==> config.mk <==
export PLATFORM = sky130hd
export DESIGN_NAME = pc_redirect_unit_flat
export DESIGN_NICKNAME = d
export VERILOG_FILES = /design/src/rtl/pc_redirect_unit_pkg.sv /design/src/rtl/pc_redirect_unit_if.sv /design/src/rtl/pc_redirect_unit_target_calc.sv /design/src/rtl/pc_redirect_unit.sv /design/src/flat_wrapper.sv
export SDC_FILE = /design/constraint.sdc
export NUM_CORES = 1
export LEC_CHECK = 0
export ABC_CLOCK_PERIOD_IN_PS = 2500
export BUFFER_PORTS_ARGS = -buffer_cell sky130_fd_sc_hd__buf_2
export CAP_MARGIN = 20
export CORE_MARGIN = 2
export CORE_UTILIZATION = 39
export CTS_BUF_LIST = sky130_fd_sc_hd__clkbuf_4 sky130_fd_sc_hd__clkbuf_8
export DETAILED_ROUTE_END_ITERATION = 10
export PLACE_DENSITY_LB_ADDON = 0.1
export SETUP_SLACK_MARGIN = 0.1
export SYNTH_ARGS = -nofsm -noshare
export SYNTH_HDL_FRONTEND = slang
export SYNTH_HIERARCHICAL = 1
export SYNTH_SLANG_ARGS = --single-unit
export TNS_END_PERCENT = 10
==> constraint.sdc <==
create_clock -name clk -period 2.5 [get_ports clk]
set_input_delay 0.5 -clock clk [delete_from_list [all_inputs] [get_ports clk]]
set_output_delay 0.5 -clock clk [all_outputs]
set_load 0.05 [all_outputs]
==> src/rtl/pc_redirect_unit_pkg.sv <==
// cpu_pc_pkg: shared FSM states, PC increment and redirect-source encoding
// for the PC sequencer.
package cpu_pc_pkg;
   typedef enum logic [1:0] {S_BOOT, S_RUN, S_SLOT, S_HALT} state_t;
   typedef enum logic [1:0] {SRC_NONE, SRC_BR, SRC_JMP, SRC_JR} src_t;
   localparam logic [31:0] PC_INC = 32'd4;
endpackage

==> src/rtl/pc_redirect_unit_if.sv <==
// pc_redirect_unit_if: fetch handshake plus resolved branch/jump/jr redirect
// inputs; master is the PC unit, slave is the surrounding pipeline and imem.
interface pc_redirect_unit_if;
   logic        fetch_ready;
   logic        pc_valid;
   logic [31:0] pc;
   logic [31:0] pc_plus4;
   logic        br_valid;
   logic        br_taken;
   logic [31:0] br_base;
   logic [31:0] br_offset_sl2;
   logic        jmp_valid;
   logic [25:0] jmp_index;
   logic        jr_valid;
   logic [31:0] jr_addr;
   modport master (
      output pc, pc_valid, pc_plus4,
      input  fetch_ready, br_valid, br_taken, br_base, br_offset_sl2,
             jmp_valid, jmp_index, jr_valid, jr_addr
   );
   modport slave (
      input  pc, pc_valid, pc_plus4,
      output fetch_ready, br_valid, br_taken, br_base, br_offset_sl2,
             jmp_valid, jmp_index, jr_valid, jr_addr
   );
endinterface

==> src/rtl/pc_redirect_unit_target_calc.sv <==
// pc_target_calc: picks the winning redirect source (jr > jmp > br), forms its
// target address and flags a misaligned register target.
module pc_target_calc
   import cpu_pc_pkg::*;
(
   input  logic        br_valid,
   input  logic        br_taken,
   input  logic [31:0] br_base,
   input  logic [31:0] br_offset_sl2,
   input  logic        jmp_valid,
   input  logic [25:0] jmp_index,
   input  logic        jr_valid,
   input  logic [31:0] jr_addr,
   output src_t        src,
   output logic [31:0] target,
   output logic        misalign
);
   assign src = jr_valid ? SRC_JR : jmp_valid ? SRC_JMP : (br_valid && br_taken) ? SRC_BR : SRC_NONE;
   assign misalign = jr_valid && (jr_addr[1:0] != 2'b00);
   always_comb
      target = (src == SRC_JR)  ? jr_addr :
               (src == SRC_JMP) ? {br_base[31:28], jmp_index, 2'b00} :
                                  br_base + br_offset_sl2;
endmodule

==> src/rtl/pc_redirect_unit.sv <==
// pc_redirect_unit: PC register and next-PC sequencer honouring one branch delay slot.
// Defining PC_TRACE_EN adds a saturating redirect_cnt output.
module pc_redirect_unit
   import cpu_pc_pkg::*;
#(
   parameter logic [31:0] RESET_PC = 32'h0000_0000
`ifdef PC_TRACE_EN
   , parameter int CNT_W = 16
`endif
) (
   input  logic               clk,
   input  logic               rst_n,
   pc_redirect_unit_if.master bus,
   output logic               redirect_pending,
   output logic               misalign_err
`ifdef PC_TRACE_EN
   , output logic [CNT_W-1:0] redirect_cnt
`endif
);
   state_t      state;
   src_t        src;
   logic [31:0] target;
   logic [31:0] tgt_q;
   logic        misalign;
   logic        redirect;
   pc_target_calc u_calc (
      .br_valid      (bus.br_valid),
      .br_taken      (bus.br_taken),
      .br_base       (bus.br_base),
      .br_offset_sl2 (bus.br_offset_sl2),
      .jmp_valid     (bus.jmp_valid),
      .jmp_index     (bus.jmp_index),
      .jr_valid      (bus.jr_valid),
      .jr_addr       (bus.jr_addr),
      .src           (src),
      .target        (target),
      .misalign      (misalign)
   );
   assign redirect     = (src != SRC_NONE) && !misalign;
   assign bus.pc_plus4 = bus.pc + PC_INC;
   // pc_valid is high exactly in S_RUN/S_SLOT, so fetch_ready alone marks acceptance there
   always_ff @(posedge clk or negedge rst_n)
      if (!rst_n) begin
         state            <= S_BOOT;
         bus.pc           <= RESET_PC;
         bus.pc_valid     <= 1'b0;
         redirect_pending <= 1'b0;
         misalign_err     <= 1'b0;
         tgt_q            <= 32'd0;
      end else
         case (state)
            S_BOOT: begin
               state        <= S_RUN;
               bus.pc_valid <= 1'b1;
            end
            S_RUN:
               if (misalign) begin
                  state        <= S_HALT;
                  bus.pc_valid <= 1'b0;
                  misalign_err <= 1'b1;
                  if (bus.fetch_ready) bus.pc <= bus.pc_plus4;
               end else if (redirect && bus.fetch_ready)
                  bus.pc <= target;
               else if (redirect) begin
                  tgt_q            <= target;
                  state            <= S_SLOT;
                  redirect_pending <= 1'b1;
               end else if (bus.fetch_ready)
                  bus.pc <= bus.pc_plus4;
            S_SLOT:
               if (bus.fetch_ready) begin
                  bus.pc           <= tgt_q;
                  state            <= S_RUN;
                  redirect_pending <= 1'b0;
               end
            default: ;
         endcase
`ifdef PC_TRACE_EN
   logic applied;
   assign applied = bus.fetch_ready && ((state == S_RUN && redirect) || state == S_SLOT);
   always_ff @(posedge clk or negedge rst_n)
      if (!rst_n) redirect_cnt <= '0;
      else if (applied && redirect_cnt != '1) redirect_cnt <= redirect_cnt + 1'b1;
`endif
endmodule
==> src/flat_wrapper.sv <==
// flat-port wrapper written by rule: the top's interface ports become plain ports
module pc_redirect_unit_flat import cpu_pc_pkg::*;
#(
   parameter logic [31:0] RESET_PC = 32'h0000_0000

)
  (clk, rst_n, redirect_pending, misalign_err, bus_pc, bus_pc_valid, bus_pc_plus4, bus_fetch_ready, bus_br_valid, bus_br_taken, bus_br_base, bus_br_offset_sl2, bus_jmp_valid, bus_jmp_index, bus_jr_valid, bus_jr_addr);
  pc_redirect_unit_if bus_i ();
  input  logic clk;
  input  logic rst_n;
  output logic redirect_pending;
  output logic misalign_err;
  output wire logic [$bits(bus_i.pc)-1:0] bus_pc;
  output wire logic [$bits(bus_i.pc_valid)-1:0] bus_pc_valid;
  output wire logic [$bits(bus_i.pc_plus4)-1:0] bus_pc_plus4;
  input wire logic [$bits(bus_i.fetch_ready)-1:0] bus_fetch_ready;
  input wire logic [$bits(bus_i.br_valid)-1:0] bus_br_valid;
  input wire logic [$bits(bus_i.br_taken)-1:0] bus_br_taken;
  input wire logic [$bits(bus_i.br_base)-1:0] bus_br_base;
  input wire logic [$bits(bus_i.br_offset_sl2)-1:0] bus_br_offset_sl2;
  input wire logic [$bits(bus_i.jmp_valid)-1:0] bus_jmp_valid;
  input wire logic [$bits(bus_i.jmp_index)-1:0] bus_jmp_index;
  input wire logic [$bits(bus_i.jr_valid)-1:0] bus_jr_valid;
  input wire logic [$bits(bus_i.jr_addr)-1:0] bus_jr_addr;
  assign bus_pc = bus_i.pc;
  assign bus_pc_valid = bus_i.pc_valid;
  assign bus_pc_plus4 = bus_i.pc_plus4;
  assign bus_i.fetch_ready = bus_fetch_ready;
  assign bus_i.br_valid = bus_br_valid;
  assign bus_i.br_taken = bus_br_taken;
  assign bus_i.br_base = bus_br_base;
  assign bus_i.br_offset_sl2 = bus_br_offset_sl2;
  assign bus_i.jmp_valid = bus_jmp_valid;
  assign bus_i.jmp_index = bus_jmp_index;
  assign bus_i.jr_valid = bus_jr_valid;
  assign bus_i.jr_addr = bus_jr_addr;
  pc_redirect_unit #(.RESET_PC(RESET_PC)) u_core (.clk(clk), .rst_n(rst_n), .bus(bus_i), .redirect_pending(redirect_pending), .misalign_err(misalign_err));
endmodule
==> impl_metrics.json, run 1 <==
{
  "drtIter0Drc": 680,
  "powerDensity_mw_per_mm2": 1030,
  "antenna_left": 0,
  "final_cell_mix": "178 x buf_4, 170 x buf_2, 69 x nand2_1",
  "ir_worst_vdd_v": 0.000701,
  "yosys_warnings": 6,
  "critPathKind": "in -> reg",
  "grt_use_met3": 0.0394,
  "ys_top_cells_by_area": "dfrtp_1 26%, ha_1 6.6%, mux2_2 5.9%, xnor2_1 4.1%, nand2_1 3.9%",
  "track_usage": 0.272,
  "met2_usage": 0.427,
  "cts_buffers": 9,
  "cts_tree": "yes",
  "startpoint": "bus_br_base[1]",
  "synth_nets": 986,
  "rr_worst_depth": 8,
  "gr-total-overflow": 0,
  "cp_slowest_cell": "fa_2",
  "rrSetupSlack_ns": 0.47,
  "power_mw": 10.5,
  "place_area_mm2": 0.00922,
  "period_needed_ns": 2.95,
  "slew_headroom": 0.626,
  "clock_latency_ns": 0.36,
  "fin_cells": 1374,
  "finalCritPeriodShare": 1.18,
  "start_kind": "primary input",
  "clock_path_buffers": 2,
  "use_met1": 0.392,
  "crit_top_cell": "buf_4",
  "final-setup-viol-count": 33,
  "synth_cells": 821,
  "num_vias": 7659,
  "drc": 0,
  "grt_pass1_vias": 7313,
  "synth_edf_count": 0,
  "rsz0062_at_grt": "yes",
  "hpwl_mm": 19.7,
  "status": "finished, violations left",
  "syn-mean-instance-area_um2": 8.11,
  "rr_endpoint": "u_core/bus.pc[1]",
  "slew_violations": 0,
  "ys_seq_elements": 69,
  "ctsHoldBuffers": 0,
  "arrival_ns": 3.19,
  "leakagePower_nw": 4.61,
  "async_reset_ff_frac": 1.00,
  "via_per_inst": 5.57,
  "cp_cell_sequence": "buf_8, buf_4, fa_2, a21oi_4, o21ai_4, buf_4, o21a_1, buf_4, a221o_1, xnor2_1, o21ai_1, mux2_4, nand3_1, o21ai_0, a311oi_1, o31ai_1",
  "cp-endpoint": "u_core/bus.pc[10]",
  "critPathMaxFanout": 3,
  "grt_max_degree": 41,
  "tightest_slew_ns": 0.561,
  "place_ws_ns": -0.974,
  "final_net_count": 1314,
  "wl_mm": 25.0,
  "die_y_um": 135,
  "antennaDiodeCount": 0,
  "initial_core_util": 0.400,
  "antenna_found_initial": 0,
  "finalWorstSetupSlack_ns": -0.449,
  "max_clock_freq_ghz": 0.339,
  "holdCritPathClass": "in -> async",
  "portBuffers": 195,
  "yosysSeqAreaShare": 0.259,
  "synth_area_mm2": 0.00666,
  "hold_violations": 0,
  "placementRows": 47,
  "critPathMaxStageDelay_ns": 0.41,
  "synth_top_area_frac": 0.259,
  "final_common_cell": "buf_4",
  "clock_sinks": 69,
  "top_usage_layer": "met2",
  "cap_violations": 0,
  "dr.pass1.iters": 5,
  "die_area_mm2": 0.0181,
  "endpoint_kind": "flip-flop",
  "gp_congestion": 0.947,
  "grt_pass1_wl_mm": 38.9,
  "ys.flop_type": "dfrtp_1",
  "cts-htree-levels": 3,
  "die_w_um": 135,
  "yosys.area.top_type": "dfrtp_1",
  "cts_root_buffer": "clkbuf_8",
  "r2r_start": "u_core/state[1]",
  "design_area_mm2": 0.0102,
  "syn_to_final_growth_pct": 52.8,
  "place_inst": 1351,
  "wl_per_cell_um": 18.2,
  "core_area_mm2": 0.0166,
  "path_clk_slew_ns": 0.08,
  "violations": "setup timing",
  "synth_cell_type_count": 72,
  "layout-drive-gt1-share": 0.492,
  "critPathRequiredTime_ns": 2.74,
  "io_pins": 196,
  "finClkSkew_ns": 0.00700
}
worst min-delay path by stage:
stage                        startpoint                   to  slack [ns]  depth (start not counted)
finish                            rst_n     u_core/bus.pc[2]        0.07                          1
global route                      rst_n     u_core/bus.pc[2]        0.09                          1
CTS                               rst_n     u_core/bus.pc[2]        0.08                          1
detailed placement  u_core/misalign_err  u_core/misalign_err        0.45                          1
global placement    u_core/misalign_err  u_core/misalign_err        0.44                          1
floorplan                         rst_n     u_core/bus.pc[0]        0.20                          0
flip-flops by register name, indices dropped and copies added, names as in the netlist:
| signal | cells |
|---|---|
| u_core/bus.pc | 32 |
| u_core/bus.pc_valid | 1 |
| u_core/misalign_err | 1 |
| u_core/redirect_pending | 1 |
| u_core/state | 2 |
| u_core/tgt_q | 32 |
cells by family after synthesis:
group,after synthesis,synth area share
xor+xnor,51,0.0671
fa+ha+maj,36,0.0688
mux,38,0.0639
flops,69,0.259
compound gates,276,0.285
buf+inv,75,0.0458
simple gates,276,0.210
metal layers:
metal / vias up / share of wire
li1: 3723 / -
met1: 3585 / 0.46
met2: 320 / 0.46
met3: 31 / 0.069
met4: 0 / 0.016
met5: - / 0
cell usage after synthesis (9+ instances only):
cell type	number
o31ai_1	14
o21ai_0	42
nand2_1	70
a31oi_1	11
a21oi_1	52
nor3_1	15
nand2b_1	13
dfrtp_1	69
a22oi_1	15
a211oi_1	11
xnor2_1	31
and3_1	25
a21o_1	19
o211ai_1	16
or3_1	9
mux2_2	35
clkbuf_1	40
inv_1	20
nand4_1	16
o21a_1	21
nor2_1	66
nand3_1	30
o21ai_1	11
ha_1	35
xor2_1	20
a31o_2	9
critical path, delay by kind of cell:
kind / cells / cell delay [ns]
adder cells (fa/ha/maj): 1 / 0.41
XOR/XNOR: 1 / 0.15
buffers and inverters: 4 / 0.49
AO/OA/AOI/OAI: 8 / 1.24
AND/OR/NAND/NOR: 1 / 0.10
multiplexers: 1 / 0.28
report_power, final:
| part | leakage (nW) | switching [mW] | internal [mW] |
|---|---|---|---|
| combinational | 3.70 | 4.58 | 2.69 |
| clock | 0.112 | 0.461 | 0.587 |
| sequential | 0.797 | 0.448 | 1.70 |
| total | 4.61 | 5.49 | 4.98 |
per-stage QoR:
stage,setup TNS (ns),hold WS (ns),util
3_5_place_dp,-28.85,0.448,0.554
4_1_cts,-6.91,0.0815,0.591
6_report,-7.04,0.0730,0.611
3_3_place_gp,-27.31,0.441,0.554
2_1_floorplan,-12.49,0.204,-
5_1_grt,-12.54,0.0888,0.611
area by class of cell:
type / count / area [µm²]
Fill cell: 1547 / 6470
Multi-Input combinational cell: 677 / 5380
Timing Repair Buffer: 369 / 2460
Sequential cell: 69 / 1750
Tap cell: 220 / 275
Clock buffer: 10 / 138
Clock inverter: 6 / 86.3
Inverter: 23 / 86.3
what timing repair did:
item / CTS / global route
setup endpoints to repair: 65 / 70
pin swaps: 58 / 35
setup buffers: 4 / 3
resized for setup: 91 / 66
hold endpoints to repair: 0 / 0
No activity file was read; power rests on OpenSTA's default activity.
==> run 2, diff against run 1 <==
--- a/config.mk
+++ b/config.mk
@@ -13,7 +13,6 @@
 export CTS_BUF_LIST = sky130_fd_sc_hd__clkbuf_4 sky130_fd_sc_hd__clkbuf_8
 export DETAILED_ROUTE_END_ITERATION = 10
 export PLACE_DENSITY_LB_ADDON = 0.1
-export SETUP_SLACK_MARGIN = 0.1
 export SYNTH_ARGS = -nofsm -noshare
 export SYNTH_HDL_FRONTEND = slang
 export SYNTH_HIERARCHICAL = 1
==> constraint.sdc (replaced) <==
create_clock -name clk -period 2.5 [get_ports clk]
set_input_delay 0.5 -clock clk [delete_from_list [all_inputs] [get_ports clk]]
set_output_delay 0.5 -clock clk [all_outputs]
set_load 0.005 [all_outputs]
==> run 2 against run 1 <==
- the run still ends with setup timing left
- design area fell by 3.1%
- total power fell by 22%
- fmax rose by 2.2%
- combinational power fell by 30%
- largest power group unchanged
==> impl_metrics.json, run 2 (synthesis results as in run 1) <==
{
  "status": "finished, violations left",
  "violations": "setup timing",
  "arrival_ns": 3.13,
  "ctsHoldBuffers": 0,
  "gp_congestion": 0.922,
  "clock_latency_ns": 0.36,
  "placementRows": 47,
  "slew_headroom": 0.704,
  "pwr-share-comb": 0.627,
  "fin_util": 0.592,
  "antenna_left": 0,
  "hpwl_mm": 19.1,
  "powerDensity_mw_per_mm2": 827,
  "die_w_um": 135,
  "drc": 0,
  "slew_violations": 0,
  "syn_to_final_growth_pct": 48.0,
  "seq_power_share": 0.264,
  "crit_top_cell": "a21oi_2",
  "tightest_slew_ns": 0.442,
  "critPathRequiredTime_ns": 2.75,
  "die_area_mm2": 0.0181,
  "final_cell_mix": "190 x buf_2, 158 x buf_4, 68 x nand2_1",
  "rr_endpoint": "u_core/bus.pc[9]",
  "cts_root_buffer": "clkbuf_8",
  "portBuffers": 195,
  "num_vias": 7605,
  "finalCritPeriodShare": 1.15,
  "period_needed_ns": 2.89,
  "fin_cells": 1366,
  "r2r_start": "u_core/state[1]",
  "critPathKind": "in -> reg",
  "layout-drive-gt1-share": 0.460,
  "cts-htree-levels": 3,
  "grt_pass1_vias": 7083,
  "rsz0062_at_grt": "yes",
  "finClkSkew_ns": 0.00612,
  "grt_pass1_wl_mm": 38.0,
  "max_clock_freq_ghz": 0.347,
  "cts_buffers": 9,
  "grt_max_degree": 70,
  "cts_tree": "yes",
  "die_y_um": 135,
  "antenna_found_initial": 0,
  "endpoint_kind": "flip-flop",
  "reg.largest.list": "u_core/bus.pc x32, u_core/tgt_q x32, u_core/state x2",
  "tns_ns": -6.41,
  "cap_violations": 0,
  "clock_path_buffers": 2,
  "finalWorstSetupSlack_ns": -0.385,
  "via_per_inst": 5.57,
  "dr.pass1.iters": 5,
  "final_net_count": 1307,
  "cp_slowest_cell": "fa_2",
  "place_inst": 1337,
  "critPathMaxStageDelay_ns": 0.34,
  "core_area_mm2": 0.0166,
  "io_pins": 196,
  "wl_per_cell_um": 18.2,
  "cp_cell_sequence": "buf_6, ha_4, fa_2, a21oi_2, o21ai_2, o31ai_4, a21oi_2, o21a_1, o41ai_2, mux2_1, nor2_2, and3_1, a211oi_2, o31ai_1, a32o_1",
  "p_sw_frac": 0.435,
  "rr_worst_depth": 8,
  "final_common_cell": "buf_2",
  "hold_violations": 0,
  "wl_mm": 24.8,
  "path_clk_slew_ns": 0.07,
  "clock_sinks": 69,
  "gr-total-overflow": 0,
  "rrSetupSlack_ns": 0.38,
  "track_usage": 0.267,
  "holdCritPathClass": "in -> async",
  "drtIter0Drc": 514,
  "final-setup-viol-count": 35,
  "critPathMaxFanout": 3,
  "initial_core_util": 0.400,
  "intPower_mw": 4.61,
  "leakagePower_nw": 4.47,
  "power.switching_mw": 3.54,
  "ir_worst_vdd_v": 0.000462,
  "start_kind": "primary input",
  "pwr-share-clk": 0.108,
  "antennaDiodeCount": 0
}
## run 2: worst max-delay path: cells and delay by family
family / cells / cell delay, ns
multiplexers: 1 / 0.20
AND/OR/NAND/NOR: 2 / 0.22
AO/OA/AOI/OAI: 9 / 1.62
buffers and inverters: 1 / 0.10
adder cells (fa/ha/maj): 2 / 0.49
## run 2: layout make-up
cell class / count / area [µm²]
Multi-Input combinational cell: 677 / 5250
Clock inverter: 1 / 5.00
Inverter: 23 / 86.3
Sequential cell: 69 / 1730
Tap cell: 220 / 275
Timing Repair Buffer: 362 / 2330
Fill cell: 1528 / 6790
Clock buffer: 14 / 180
## run 2: per-layer routing
| layer | wire length, µm | GRT usage |
|---|---|---|
| met1 | 11200 | 0.391 |
| met2 | 11200 | 0.418 |
| met3 | 1960 | 0.0368 |
| met4 | 401 | 0.0626 |
| met5 | 0 | 0 |
## run 2: metrics by stage
stage                     hold WS (ns)  setup slack [ns]  cell area [µm²]  total power [mW]
final                            0.152            -0.385             9860              8.15
after global routing             0.188            -0.498             9860              8.73
after CTS                        0.186            -0.383             9390              7.93
after detailed placement         0.450            -0.924             8920              6.91
after global placement           0.438            -0.887             8920              6.85
after floorplan                  0.204            -0.530             6690              4.82
## run 2: worst max path at each step
stage	cells past startpoint	slack [ns]	to	startpoint
floorplan	14	-0.53	u_core/bus.pc[30]	bus_br_base[0]
global placement	15	-0.89	u_core/bus.pc[30]	bus_br_base[0]
detailed placement	15	-0.92	u_core/bus.pc[28]	bus_br_base[0]
CTS	15	-0.38	u_core/bus.pc[30]	bus_br_base[0]
global route	15	-0.50	u_core/bus.pc[20]	bus_br_base[0]
finish	15	-0.39	u_core/bus.pc[28]	bus_br_offset_sl2[0]
## run 2: power by group through the flow
stage               combinational, mW  clock, mW  sequential, mW
floorplan                        2.70          0            2.13
global placement                 4.73          0            2.12
detailed placement               4.77          0            2.14
CTS                              4.90      0.904            2.13
global route                     5.56      0.950            2.22
finish                           5.11      0.884            2.15
## run 2: repair_timing
action                                  4_1_cts  5_1_grt
gates resized for setup                      54       74
pin swaps                                    51       44
endpoints found under the setup margin       46       62
buffers inserted                             10        5
hold endpoints to repair                      0        0
==> run 3, diff against run 2 <==
--- a/config.mk
+++ b/config.mk
@@ -9,10 +9,11 @@
 export BUFFER_PORTS_ARGS = -buffer_cell sky130_fd_sc_hd__buf_2
 export CAP_MARGIN = 20
 export CORE_MARGIN = 2
-export CORE_UTILIZATION = 39
+export CORE_UTILIZATION = 50
 export CTS_BUF_LIST = sky130_fd_sc_hd__clkbuf_4 sky130_fd_sc_hd__clkbuf_8
 export DETAILED_ROUTE_END_ITERATION = 10
 export PLACE_DENSITY_LB_ADDON = 0.1
+export RECOVER_POWER = 50
 export SYNTH_ARGS = -nofsm -noshare
 export SYNTH_HDL_FRONTEND = slang
 export SYNTH_HIERARCHICAL = 1
==> constraint.sdc (replaced) <==
create_clock -name clk -period 2.5 [get_ports clk]
set_input_delay 0.125 -clock clk [delete_from_list [all_inputs] [get_ports clk]]
set_output_delay 0.125 -clock clk [all_outputs]
set_load 0.005 [all_outputs]
==> run 3 against run 2 <==
- the run ends with capacitance limit, slew limit, setup timing left
- wire length down 8.5%
- register-to-register slack worse by 0.11 ns
- sequential share of layout area up 1.7 points
- clock-buffer cell count up 1
- flip-flop and latch count unchanged
- worst setup slack better by 0.37 ns
- total power down 6.1%
- global-route usage up 4.9 points
- combinational power down 12%
- critical path type unchanged
- critical endpoint is now u_core/bus.pc[21]
- largest power group unchanged
==> impl_metrics.json, run 3 (synthesis results as in run 1) <==
{
  "status": "finished, violations left",
  "violations": "capacitance limit, slew limit, setup timing",
  "num_vias": 7662,
  "gr-total-overflow": 0,
  "portBuffers": 195,
  "grt_max_degree": 70,
  "cts_root_buffer": "clkbuf_8",
  "clock_sinks": 69,
  "layout-drive-gt1-share": 0.391,
  "finalCritPeriodShare": 1.01,
  "die_y_um": 119,
  "leakagePower_nw": 4.16,
  "wl_mm": 22.7,
  "gp_congestion": 0.917,
  "via_per_inst": 6.02,
  "antenna_found_initial": 1,
  "rsz0062_at_grt": "yes",
  "slew_headroom": -0.186,
  "drtIter0Drc": 628,
  "syn_to_final_growth_pct": 34.5,
  "critPathRequiredTime_ns": 2.74,
  "dr.pass1.iters": 5,
  "clock_path_buffers": 2,
  "initial_core_util": 0.507,
  "cap_violations": 1,
  "cts_tree": "yes",
  "die_area_mm2": 0.0143,
  "critPathKind": "in -> reg",
  "reg.largest.list": "u_core/bus.pc x32, u_core/tgt_q x32, u_core/state x2",
  "cts_buffers": 9,
  "period_needed_ns": 2.52,
  "core_area_mm2": 0.0131,
  "final_net_count": 1257,
  "path_clk_slew_ns": 0.07,
  "finClkSkew_ns": 0.0113,
  "track_usage": 0.316,
  "antennaDiodeCount": 0,
  "holdCritPathClass": "in -> reg",
  "placementRows": 42,
  "slew_violations": 70,
  "finalWorstSetupSlack_ns": -0.0185,
  "endpoint_kind": "flip-flop",
  "n_fill_cell": 1130,
  "tightest_slew_ns": 1.78,
  "final_cell_mix": "188 x buf_2, 115 x buf_4, 70 x nand2_1",
  "grt_pass1_vias": 6993,
  "io_pins": 196,
  "antenna_left": 0,
  "ir_worst_vdd_v": 0.000336,
  "cts-htree-levels": 3,
  "hpwl_mm": 17.4,
  "final_common_cell": "buf_2",
  "grt_pass1_wl_mm": 36.0,
  "power_mw": 7.65,
  "drc": 0,
  "critPathMaxFanout": 3,
  "final-setup-viol-count": 3,
  "start_kind": "primary input",
  "arrival_ns": 2.76,
  "hold_violations": 0,
  "clock_latency_ns": 0.36,
  "hold_ws_ns": 0.151,
  "die_w_um": 119,
  "wl_per_cell_um": 17.8,
  "max_clock_freq_ghz": 0.397,
  "powerDensity_mw_per_mm2": 854
}
## run 3: worst max-delay path, cell delays in order
cell,delay [ns]
buf_2,0.13
ha_4,0.26
a21o_1,0.13
nand4_1,0.18
a21oi_4,0.25
o31ai_2,0.12
o31a_1,0.34
xor2_1,0.16
o211ai_1,0.15
o21a_1,0.20
and3_4,0.19
a211oi_2,0.15
o31ai_1,0.10
a32o_1,0.26
## run 3: where the power goes
group | leakage, nW | internal (mW) | switching [mW]
clock network | 0.101 | 0.459 | 0.432
logic | 3.24 | 2.15 | 2.35
registers | 0.820 | 1.67 | 0.591
## run 3: area by class of cell
cell class                 instances  area [µm²]  share of cell area
tap                              176         220              0.0246
clock inverter                     1        5.00            0.000559
inverter                          23        86.3             0.00964
clock buffer                      15         181              0.0203
timing repair buffer             312        1860               0.208
multi-input combinational        677        4880               0.545
sequential                        69        1730               0.193
## run 3: repair_timing
item / 4_1_cts / 5_1_grt
setup endpoints to repair: 13 / 28
hold buffers: 1 / 0
resized for setup: 16 / 39
pin swaps: 21 / 22
buffers inserted: 2 / 0
hold endpoints to repair: 69 / 0
## run 3: final timing paths
check / from / endpoint / slack [ns] / cells after the start
worst max register to register: u_core/bus.pc[15] / u_core/bus.pc[28] / 0.27 / 6
worst max-delay path: bus_br_offset_sl2[1] / u_core/bus.pc[21] / -0.02 / 14
worst min register to register: u_core/misalign_err / u_core/misalign_err / 0.49 / 1
max in group asynchronous: rst_n / u_core/bus.pc[27] / 0.57 / 3
min in group asynchronous: rst_n / u_core/tgt_q[7] / 0.86 / 3
worst min-delay path: bus_jr_addr[3] / u_core/tgt_q[3] / 0.15 / 3
## run 3: metal layers
metal	vias to the layer above	global-route usage	routed length (µm)
met5	-	0	13
met4	2	0.0985	624
met3	53	0.0656	2270
met2	444	0.491	10100
met1	3551	0.443	9650
li1	3612	-	-
## run 3: through the flow
step | area [µm²] | util | setup slack [ns] | TNS [ns] | std cells
detailed placement | 8550 | 0.651 | -0.579 | -10.77 | 1255
finish | 8960 | 0.682 | -0.0185 | -0.0337 | 1273
global route | 8960 | 0.682 | -0.159 | -1.79 | 1273
CTS | 8850 | 0.673 | -0.0300 | -0.0600 | 1274
global placement | 8550 | 0.651 | -0.513 | -9.33 | 1255
floorplan | 6690 | - | -0.155 | -0.763 | 821
